[config.mk]
export PLATFORM = sky130hd
export DESIGN_NAME = led_fade_driver
export DESIGN_NICKNAME = d
export VERILOG_FILES = /design/src/rtl/led_fade_driver.sv
export SDC_FILE = /design/constraint.sdc
export NUM_CORES = 1
export LEC_CHECK = 0
export ABC_AREA = 1
export CORE_ASPECT_RATIO = 0.5
export CORE_MARGIN = 5
export CORE_UTILIZATION = 62
export CTS_CLUSTER_SIZE = 25
export DETAILED_ROUTE_END_ITERATION = 16
export PLACE_DENSITY = 0.88
export SYNTH_ARGS = -nofsm -noshare
export SYNTH_HDL_FRONTEND = slang
export SYNTH_SLANG_ARGS = --single-unit
[constraint.sdc]
create_clock -name CLK -period 6.6 [get_ports CLK]
set_input_delay 0.99 -clock CLK [delete_from_list [all_inputs] [get_ports CLK]]
set_output_delay 0.99 -clock CLK [all_outputs]
set_load 0.03 [all_outputs]
[src/rtl/led_fade_driver.sv]
// led_fade_driver: PWM output stage for one LED channel with a linear soft fade.
// Sits directly after flash_module. It turns the blink square wave into a
// brightness-controlled, registered pin drive.
module led_fade_driver #(
  parameter logic [21:0] FADE_TICK  = 22'd49_999,
  parameter logic        ACTIVE_LOW = 1'b0
) (
  input  logic       CLK,
  input  logic       RSTn,
  input  logic       LED_In,
  input  logic       Enable,
  input  logic [1:0] Mode,
  input  logic [7:0] Duty_Max,
  output logic       LED_Pin,
  output logic [7:0] Level,
  output logic       Busy
);

  localparam logic [1:0] MODE_OFF         = 2'b00;
  localparam logic [1:0] MODE_ON          = 2'b01;
  localparam logic [1:0] MODE_FOLLOW      = 2'b10;
  localparam logic [1:0] MODE_FOLLOW_HARD = 2'b11;

  typedef enum logic [1:0] {
    IDLE      = 2'b00,
    RAMP_UP   = 2'b01,
    RAMP_DOWN = 2'b10
  } state_t;

  state_t      state_q, state_d;
  logic [21:0] tick_q, tick_d;
  logic [7:0]  level_q, level_d;
  logic [7:0]  pcnt_q, pcnt_d;
  logic        rin_q, rin_d;
  logic        pin_q, pin_d;

  logic [7:0]  target;
  logic        pwm_on;
  logic        busy;

  // Brightness the channel is heading toward, taken from the registered blink input
  always_comb begin
    target = 8'd0;
    if (Enable) begin
      case (Mode)
        MODE_ON:          target = Duty_Max;
        MODE_FOLLOW,
        MODE_FOLLOW_HARD: target = rin_q ? Duty_Max : 8'd0;
        default:          target = 8'd0;
      endcase
    end
  end

  // Next-state logic: fade FSM, tick divider and level stepping
  always_comb begin
    state_d = state_q;
    tick_d  = tick_q;
    level_d = level_q;
    if (!Enable) begin
      state_d = IDLE;
      tick_d  = 22'd0;
      level_d = 8'd0;
    end else if (Mode == MODE_FOLLOW_HARD) begin
      state_d = IDLE;
      tick_d  = 22'd0;
      level_d = target;
    end else begin
      case (state_q)
        IDLE: begin
          tick_d = 22'd0;
          if (target > level_q) begin
            state_d = RAMP_UP;
          end else if (target < level_q) begin
            state_d = RAMP_DOWN;
          end
        end
        RAMP_UP, RAMP_DOWN: begin
          if (tick_q == FADE_TICK) begin
            // A step always heads toward the current target, so a target
            // change mid-ramp reverses direction without restarting the tick.
            tick_d = 22'd0;
            if (level_q < target) begin
              level_d = level_q + 8'd1;
            end else if (level_q > target) begin
              level_d = level_q - 8'd1;
            end
            if (level_d < target) begin
              state_d = RAMP_UP;
            end else if (level_d > target) begin
              state_d = RAMP_DOWN;
            end else begin
              state_d = IDLE;
            end
          end else begin
            tick_d = tick_q + 22'd1;
          end
        end
        default: begin
          state_d = IDLE;
          tick_d  = 22'd0;
        end
      endcase
    end
  end

  // Output logic: busy flag, PWM comparison and the next pin value
  always_comb begin
    busy   = (state_q == RAMP_UP) || (state_q == RAMP_DOWN);
    pwm_on = (level_q == 8'd255) ? 1'b1 : (pcnt_q < level_q);
    pin_d  = (pwm_on & Enable) ^ ACTIVE_LOW;
    pcnt_d = pcnt_q + 8'd1;
    rin_d  = LED_In;
  end

  // State and datapath registers, cleared to a dark channel on reset
  always_ff @(posedge CLK or negedge RSTn) begin
    if (!RSTn) begin
      state_q <= IDLE;
      tick_q  <= 22'd0;
      level_q <= 8'd0;
      pcnt_q  <= 8'd0;
      rin_q   <= 1'b0;
      pin_q   <= ACTIVE_LOW;
    end else begin
      state_q <= state_d;
      tick_q  <= tick_d;
      level_q <= level_d;
      pcnt_q  <= pcnt_d;
      rin_q   <= rin_d;
      pin_q   <= pin_d;
    end
  end

  assign LED_Pin = pin_q;
  assign Level   = level_q;
  assign Busy    = busy;

endmodule

==> flow_summary.ini <==
[yosys]
synth-edff-count = 0
synth_most_common_cell = nand2_1
netlist_instances = 424
yosys_warnings = 0
synth_top_area_share_pct = 33.6
yosysSeqAreaShare_pct = 33.6
synth_top_flop_cell = dfrtp_1
ys_async_sr_fraction_pct = 100
synth_common_cells = nand2_1, inv_1, dfrtp_1, nor2_1, nand3_1
avgSynthCellArea_um2 = 7.37
syn-cell-area_um2 = 3120
synth_fp_nets = 467
synth.distinct_cells = 29
yosys.area.top_type = dfrtp_1
ys_top_cells_by_area = dfrtp_1, nand2_1, ha_1, nand3_1, inv_1
synth-seq-cells = 42

[critical_path]
cp-end-kind = register
cp_top_family = simple AND/OR/NAND/NOR gates
cp-start-kind = primary input
r2r-start = rin_q$_DFF_PN0_
crit_chain = clkdlybuf4s50_1 > nor2_1 > nor3_2 > nand2_1 > ha_1 > nand2_1 > nor2_1 > nand2_1 > nand2_2 > nand2_1 > nand2_1 > nand2_1 > nand2_1 > inv_1 > ha_1 > nand2_1 > o21ai_0 > nand2_1 > nand3_1 > o21ai_0 > nand3_1 > nand2_1
reg2reg_slack_ns = 2.96
cpMaxStageDelayCell = clkdlybuf4s50_1
critPathMaxStageDelay_ns = 0.54
critical_path_class = in -> reg
critPathLaunch = Mode[1]
regToRegEndpoint = state_q[0]$_DFFE_PN0P_
path_buf_inv = 2
cp_common_cell = nand2_1
reg2reg_depth = 21
worst-path-max-fanout = 12
cp_data_arrival_time_ns = 4.82
required_ns = 6.80

[placement]
dp_hpwl_mm = 5.19
portBuffers = 23
routabilityCongestion = 0.959
place_area_um2 = 3410
dp.cells = 514

[finish]
fin_util_pct = 71.7
multiInputGateArea_um2 = 1870
drive_above_1_share_pct = 9.07
final_area_um2 = 3520
ff_latch_area_um2 = 1050
fillers = 414
instances_no_fill = 522
syn2layout_area_growth_pct = 12.7
antenna_cells = 0
nets = 494

[pwr]
pwr-share-seq_pct = 24.8
clkPwrFrac_pct = 16.0
power.static_leakage_nw = 1.78
comb_power_share_pct = 59.2
ir_drop_v = 0.000332
power.total_mw = 1.35
switching_share_pct = 49.0
power.switching_mw = 0.661
cellPowerDensity_nw_per_um2 = 384
intPower_mw = 0.690

[floorplan]
chipWidth_um = 110
rows = 18
ioPinCount = 24
start_util_pct = 63.6
die_y_um = 60.2
dieArea_um2 = 6640
core-area_um2 = 4910

[clock_tree]
clk_latency_ns = 0.30
tritoncts = done
htreeDepth = 2
cts-root-buf = clkbuf_8
cts-hold-fix-buffers = 0
clock-sinks = 42
cts.repair.resized = 0
cts-buffers-inserted = 5
post_cts_buffers = 0
clk_path_buf_depth = 2
path_clk_slew_ns = 0.09

[drt]
wire_per_inst_um = 13.7
drc = 0
drt_first_pass_iters = 5
drtIter0Drc = 166
totalWireLength_mm = 7.17
vias = 2875
ant_nets = 0
routed_via_density = 5.51

[timing]
hold_viol = 0
slew_headroom_pct = 38.6
fin_worst_skew_ns = 0.00509
fin_setup_tns_ns = 0
setup_viol = 0
rsz0062_at_grt = no
fmax_mhz = 217
drv_slew = 0
worst_slew_pin_slew_ns = 0.921
post-route-min-period_ns = 4.62
finalCritPeriodShare_pct = 70.0

[run_status]
outcome = finished, final reports clean

[global_route]
grt_util_all_layers_pct = 24.4
grt-ovfl-total = 0
grt_max_degree = 43
antenna_found_initial = 0
grt_pass1_vias = 2822
grt_first_pass_wirelength_mm = 12.7

[run]
drv_cap = 0

[hold_path]
min_to = pcnt_q[7]$_DFF_PN0_
min_path_cells = 1
hp-class = reg -> reg
min_from = pcnt_q[7]$_DFF_PN0_
worst max path at each step:
stage                        endpoint  slack [ns]  cells past startpoint
6_report       state_q[0]$_DFFE_PN0P_        1.98                     22
2_1_floorplan  state_q[0]$_DFFE_PN0P_        3.00                     20
3_3_place_gp   state_q[1]$_DFFE_PN0P_        1.93                     22
3_5_place_dp   state_q[0]$_DFFE_PN0P_        1.81                     22
4_1_cts        state_q[0]$_DFFE_PN0P_        2.11                     22
5_1_grt        state_q[0]$_DFFE_PN0P_        1.66                     22
layout make-up:
class / instances / share of cell area, %
timing repair buffer: 23 / 6.39
inverter: 47 / 5.01
sequential: 42 / 29.8
tap: 70 / 2.49
clock buffer: 5 / 1.95
clock inverter: 3 / 1.24
multi-input combinational: 332 / 53.1
sequential cells by signal, summed over array words and instances, names as in the netlist:
register	flops
LED_Pin	1
state_q	2
Level	8
rin_q	1
pcnt_q	8
tick_q	22
cell families (layout without fill, tap and decap cells):
logic type,count (synthesis),in the layout,share of synthesized area (%)
adder cells (fa/ha/maj),29,29,11.6
flip-flops,42,42,33.6
XOR/XNOR,12,12,3.36
AND/OR/NAND/NOR,252,252,38.1
AO/OA/AOI/OAI,39,39,6.73
buffers and inverters,50,78,6.53
metrics by stage:
stage / hold slack [ns] / setup slack [ns]
2_1_floorplan: 0.425 / 3.00
3_3_place_gp: 0.440 / 1.93
3_5_place_dp: 0.448 / 1.81
4_1_cts: 0.479 / 2.11
5_1_grt: 0.510 / 1.66
6_report: 0.486 / 1.98
power by group through the flow:
stage / clock network (mW) / registers, mW / logic, mW
final: 0.216 / 0.335 / 0.800
after global routing: 0.228 / 0.339 / 0.910
after CTS: 0.216 / 0.334 / 0.787
after detailed placement: 0 / 0.337 / 0.776
after global placement: 0 / 0.338 / 0.757
after floorplan: 0 / 0.366 / 0.563
metal layers:
layer	track usage, %	vias up	wire length (um)
met3	3.34	8	303
met1	31.7	1333	3320
met4	8.77	0	88
met2	42.2	91	3460
li1	-	1443	-
met5	0	-	0
cells in the final DEF, fill, tap and decap left out, types with 6 or more instances in the layout:
cell type,netlist,layout
nor2_1,40,40
xnor2_1,6,6
nand3_1,37,37
nand2_1,121,121
ha_1,29,29
nor3_1,13,13
xor2_1,6,6
o21ai_0,10,10
dfrtp_1,42,42
inv_1,43,43
clkdlybuf4s50_1,0,22
nand2_2,9,9
a21oi_1,24,24
nand4_1,10,10
Note: power is estimated with default switching activity, not from simulation.
==> RTL change 1, RTL diff (same settings) <==
Re-encode `state_t` (3 states) as one-hot, 3 bits wide.
--- a/src/rtl/led_fade_driver.sv
+++ b/src/rtl/led_fade_driver.sv
@@ -21,10 +21,10 @@
   localparam logic [1:0] MODE_FOLLOW      = 2'b10;
   localparam logic [1:0] MODE_FOLLOW_HARD = 2'b11;
 
-  typedef enum logic [1:0] {
-    IDLE      = 2'b00,
-    RAMP_UP   = 2'b01,
-    RAMP_DOWN = 2'b10
+  typedef enum logic [2:0] {
+    IDLE      = 3'b001,
+    RAMP_UP   = 3'b010,
+    RAMP_DOWN = 3'b100
   } state_t;
 
   state_t      state_q, state_d;
Check against the original RTL: same outputs for any inputs over 10 cycles, from zero or initial values and one cycle with RSTn low; not proved beyond that.
==> RTL change 1 against the unedited design <==
- synthesized area grew 1.9%
- final area is 1.1% higher
- count of clock-buffer cells in the layout did not move
- power down 8.2%
- register-to-register slack worse by 170 ps
- sequential cell count up 1
- largest power group unchanged
- sequential power hardly changed
- core utilization increased by 0.11 points
- final cell count increased by 0.19%
- routed wire length shrank 5.9%
- critical path type unchanged
- worst setup slack worse by 130 ps
==> RTL change 1: results (changes against the unedited design) <==
[clock_tree]
cts_resized = 0  ; unchanged
cts_buffers = 5  ; unchanged
path_clk_slew_ps = 90  ; about the same
cts_root_buffer = clkbuf_8  ; unchanged
htreeDepth = 2  ; unchanged

[place]
place_hpwl_microns = 4969  ; was 5187 microns
dp.cells = 515  ; was 514
place.gp.congestion = 0.8945  ; was 0.9585

[worst_setup_path]
arrival_ps = 4950  ; was 4820 ps
cp_max_fo = 14  ; was 12

[drt]
via_per_inst = 5.304  ; was 5.508
drtIter0Drc = 274  ; was 166
routed_wl_microns = 6743  ; was 7169 microns
ant_nets = 0  ; unchanged
drc = 0  ; unchanged
wl_per_cell_microns = 12.89  ; was 13.73 microns

[job]
max_cap_viol_count = 0  ; unchanged

[synthesis]
synthTopCellsByArea = dfrtp_1, nand2_1, ha_1  ; unchanged
synth_seq_area_share_pct = 33.83  ; was 33.64%
ys_async_sr_fraction_pct = 100.0  ; unchanged
synth.avg_cell_area_sq_um = 7.423  ; was 7.369 sq um
ys_types = 32  ; was 29
syn-num-nets = 470  ; was 467
synthTopCellsByCount = nand2_1, nor2_1, dfrtp_1  ; was nand2_1, inv_1, dfrtp_1

[finish]
drive_above_1_share_pct = 10.15  ; was 9.071%
nFillCells = 394  ; was 414
fin_nets = 493  ; was 494

[power]
ir_drop_uv = 214.6  ; was 332.2 uV
p_leak_nw = 1.741  ; was 1.776 nW
switching_share_pct = 47.23  ; was 48.96%

[global_route]
grt_max_degree = 44  ; was 43
antenna_found_initial = 0  ; unchanged
grtUsageTotal_pct = 21.34  ; was 24.40%
grt_first_pass_wirelength_microns = 11700  ; was 12680 microns
grt_pass1_vias = 2636  ; was 2822

[timing]
skew_ps = 10.87  ; was 5.087 ps
slew_headroom_pct = 35.32  ; was 38.62%

[status]
outcome = completed  ; unchanged

-- RTL change 1: critical path, cell delays in order --
cell             delay, ps
clkdlybuf4s50_1        510
nor2_1                  70
nor3_2                 660
nand2_1                230
ha_1                   380
nand2_1                 60
nand2_1                 60
nand2_1                 50
nand2_1                 60
nand2_2                100
nand2_2                230
nand2_1                120
nand2_1                 80
nand2_1                 50
nand2_1                 90
inv_1                   50
ha_1                   280
a21oi_1                180
nand2_1                 70
o21ai_0                220
nand2_1                100
nand3b_1                90
nand2_1                 50
nor2_1                  80
nor2_1                  50
-- RTL change 1: cells by family after synthesis --
group,after synthesis,share of synthesized area (%)
simple gates,254,37.49
xor+xnor,20,5.501
fa+ha+maj,27,10.61
compound gates,31,5.383
buf+inv,54,7.190
flops,43,33.83
-- RTL change 1: layout make-up --
| cell class | instances | area [sq um] | share of cell area (%) |
|---|---|---|---|
| Tap cell | 70 | 87.58 | 2.460 |
| Sequential cell | 43 | 1077 | 30.26 |
| Inverter | 47 | 176.4 | 4.956 |
| Timing Repair Buffer | 23 | 225.2 | 6.327 |
| Clock buffer | 5 | 68.82 | 1.933 |
| Clock inverter | 3 | 46.29 | 1.301 |
| Multi-Input combinational cell | 332 | 1878 | 52.76 |
-- RTL change 1: path summary, 6_finish.rpt --
check / from / to / slack [ps] / depth (start not counted)
hold reg to reg: tick_q[0] / tick_q[0] / 470 / 1
max in group asynchronous: RSTn / tick_q[20] / 5170 / 1
hold / removal: tick_q[0] / tick_q[0] / 470 / 1
setup reg to reg: rin_q / state_q[2] / 2790 / 24
setup / recovery: Mode[1] / state_q[2] / 1850 / 25
min in group asynchronous: RSTn / tick_q[12] / 830 / 1
-- RTL change 1: per-layer routing --
metal	track usage [%]	share of wire (%)	vias to the layer above
li1	-	-	1420
met1	27.63	46	1266
met2	38.47	47	74
met3	3.884	5.1	14
met4	5.026	1.3	0
met5	0	0	-
-- RTL change 1: power groups by stage --
| stage | clock [mW] | sequential (mW) | combinational, mW |
|---|---|---|---|
| 2_1_floorplan | 0 | 0.363 | 0.482 |
| 4_1_cts | 0.220 | 0.335 | 0.674 |
| 3_5_place_dp | 0 | 0.339 | 0.670 |
| 5_1_grt | 0.231 | 0.340 | 0.776 |
| 6_report | 0.218 | 0.335 | 0.687 |
| 3_3_place_gp | 0 | 0.339 | 0.651 |
-- RTL change 1: metrics by stage --
stage | util [%] | total power, mW | hold slack, ps | cell area, sq um | setup WS, ps
after CTS | 71.84 | 1.229 | 473.5 | 3560 | 1922
after global routing | 71.84 | 1.347 | 487.3 | 3560 | 1566
final | 71.84 | 1.240 | 470.2 | 3560 | 1854
after global placement | 69.52 | 0.9904 | 449.2 | 3445 | 1702
after detailed placement | 69.52 | 1.009 | 460.6 | 3445 | 1598
after floorplan | - | 0.8453 | 432.9 | 3184 | 2822
==> RTL change 2, RTL diff (same settings) <==
Without the edit above. Change the parameter `ACTIVE_LOW` from 1'b0 to 1'b1.
--- a/src/rtl/led_fade_driver.sv
+++ b/src/rtl/led_fade_driver.sv
@@ -3,7 +3,7 @@
 // brightness-controlled, registered pin drive.
 module led_fade_driver #(
   parameter logic [21:0] FADE_TICK  = 22'd49_999,
-  parameter logic        ACTIVE_LOW = 1'b0
+  parameter logic        ACTIVE_LOW = 1'b1
 ) (
   input  logic       CLK,
   input  logic       RSTn,
Formal check against the unedited RTL: not equivalent (a bounded check fails within 4 cycles, from zero or initial values and one cycle with RSTn low).
==> RTL change 2 against the unedited design <==
- sequential cell count stayed put
- routed wire length is 7.1% lower
- maximum frequency is 4.8% lower
- hold slack worse by 17 ps
- largest cell class unchanged
- via count is 6.0% lower
- synthesized area is 1.6% lower
- worst setup slack worse by 230 ps
- critical path type unchanged
- power is 1.8% lower
- highest routed layer unchanged
- final area is 2.3% lower
==> RTL change 2: results (changes against the unedited design) <==
[drt]
wl_met1_microns = 3127  ; was 3320 microns
wl_met3_microns = 359  ; was 303 microns
wl_per_cell_microns = 12.94  ; was 13.73 microns

[worst_setup_path]
max_stage_delay_ps = 730  ; was 540 ps
cp_max_fo = 14  ; was 12
cp_slowest_cell = nor3_2  ; was clkdlybuf4s50_1
rrSetupSlack_ps = 2740  ; was 2960 ps
r2r_cells = 22  ; was 21

[finish]
clock_area_share_pct = 2.764  ; was 3.197%
fin_nets = 487  ; was 494
seq_cells = 42  ; unchanged
nFillCells = 400  ; was 414
nClkBuffers = 6  ; was 5

[synthesis]
synth_compound_area_share_pct = 7.655  ; was 6.728%
ys_types = 32  ; was 29
syn-num-nets = 462  ; was 467
synthTopCellsByArea = dfrtp_1, nand2_1, ha_1  ; unchanged
synthTopCellsByCount = nand2_1, nor2_1, inv_1  ; was nand2_1, inv_1, dfrtp_1
synth-xor-area-share_pct = 4.275  ; was 3.364%

[global_route]
grt_pass1_vias = 2511  ; was 2822
grt_first_pass_wirelength_microns = 11210  ; was 12680 microns

[power]
ir_drop_uv = 225.2  ; was 332.2 uV
power_density_nw_per_um2 = 385.7  ; was 383.6 nW/um^2
switchingPower_mw = 0.6561  ; was 0.6615 mW

[timing]
hold_slack_ps = 469.7  ; was 486.4 ps
skew_ps = 11.29  ; was 5.087 ps
slew_headroom_pct = 33.59  ; was 38.62%

[place]
dp_slack_ps = 1537  ; was 1809 ps
place_hpwl_microns = 4983  ; was 5187 microns
dpl_cell_area_sq_um = 3346  ; was 3410 sq um

[status]
outcome = completed  ; unchanged

[worst_hold_path]
worst_hold_path.endpoint = tick_q[0]  ; was pcnt_q[7]
hold_start = tick_q[0]  ; was pcnt_q[7]

==> RTL change 2: cell count changes in the layout (fill, tap and decap cells not counted), moves of 3 or more <==
| cell | before | now |
|---|---|---|
| o21ai_0 | 10 | 14 |
| nor2_1 | 40 | 48 |
| nor3_1 | 13 | 6 |
| inv_2 | 4 | 1 |
| nand2_4 | 3 | 0 |
| nand4_1 | 10 | 7 |
| nand2_2 | 9 | 4 |
==> RTL change 2: worst max-delay path by stage <==
| stage | startpoint | slack, ps | end |
|---|---|---|---|
| 6_report | Enable | 1750 | state_q[0] |
| 5_1_grt | Mode[1] | 1440 | state_q[0] |
| 4_1_cts | Enable | 1830 | state_q[0] |
| 3_3_place_gp | Enable | 1640 | state_q[0] |
| 2_1_floorplan | Enable | 2890 | state_q[0] |
| 3_5_place_dp | Enable | 1540 | state_q[0] |
==> RTL change 2: metal layers <==
metal / vias to the layer above / track usage (%)
met4: 0 / 5.329
met2: 65 / 36.95
met3: 9 / 5.609
li1: 1417 / -
met5: - / 0
met1: 1212 / 28.73
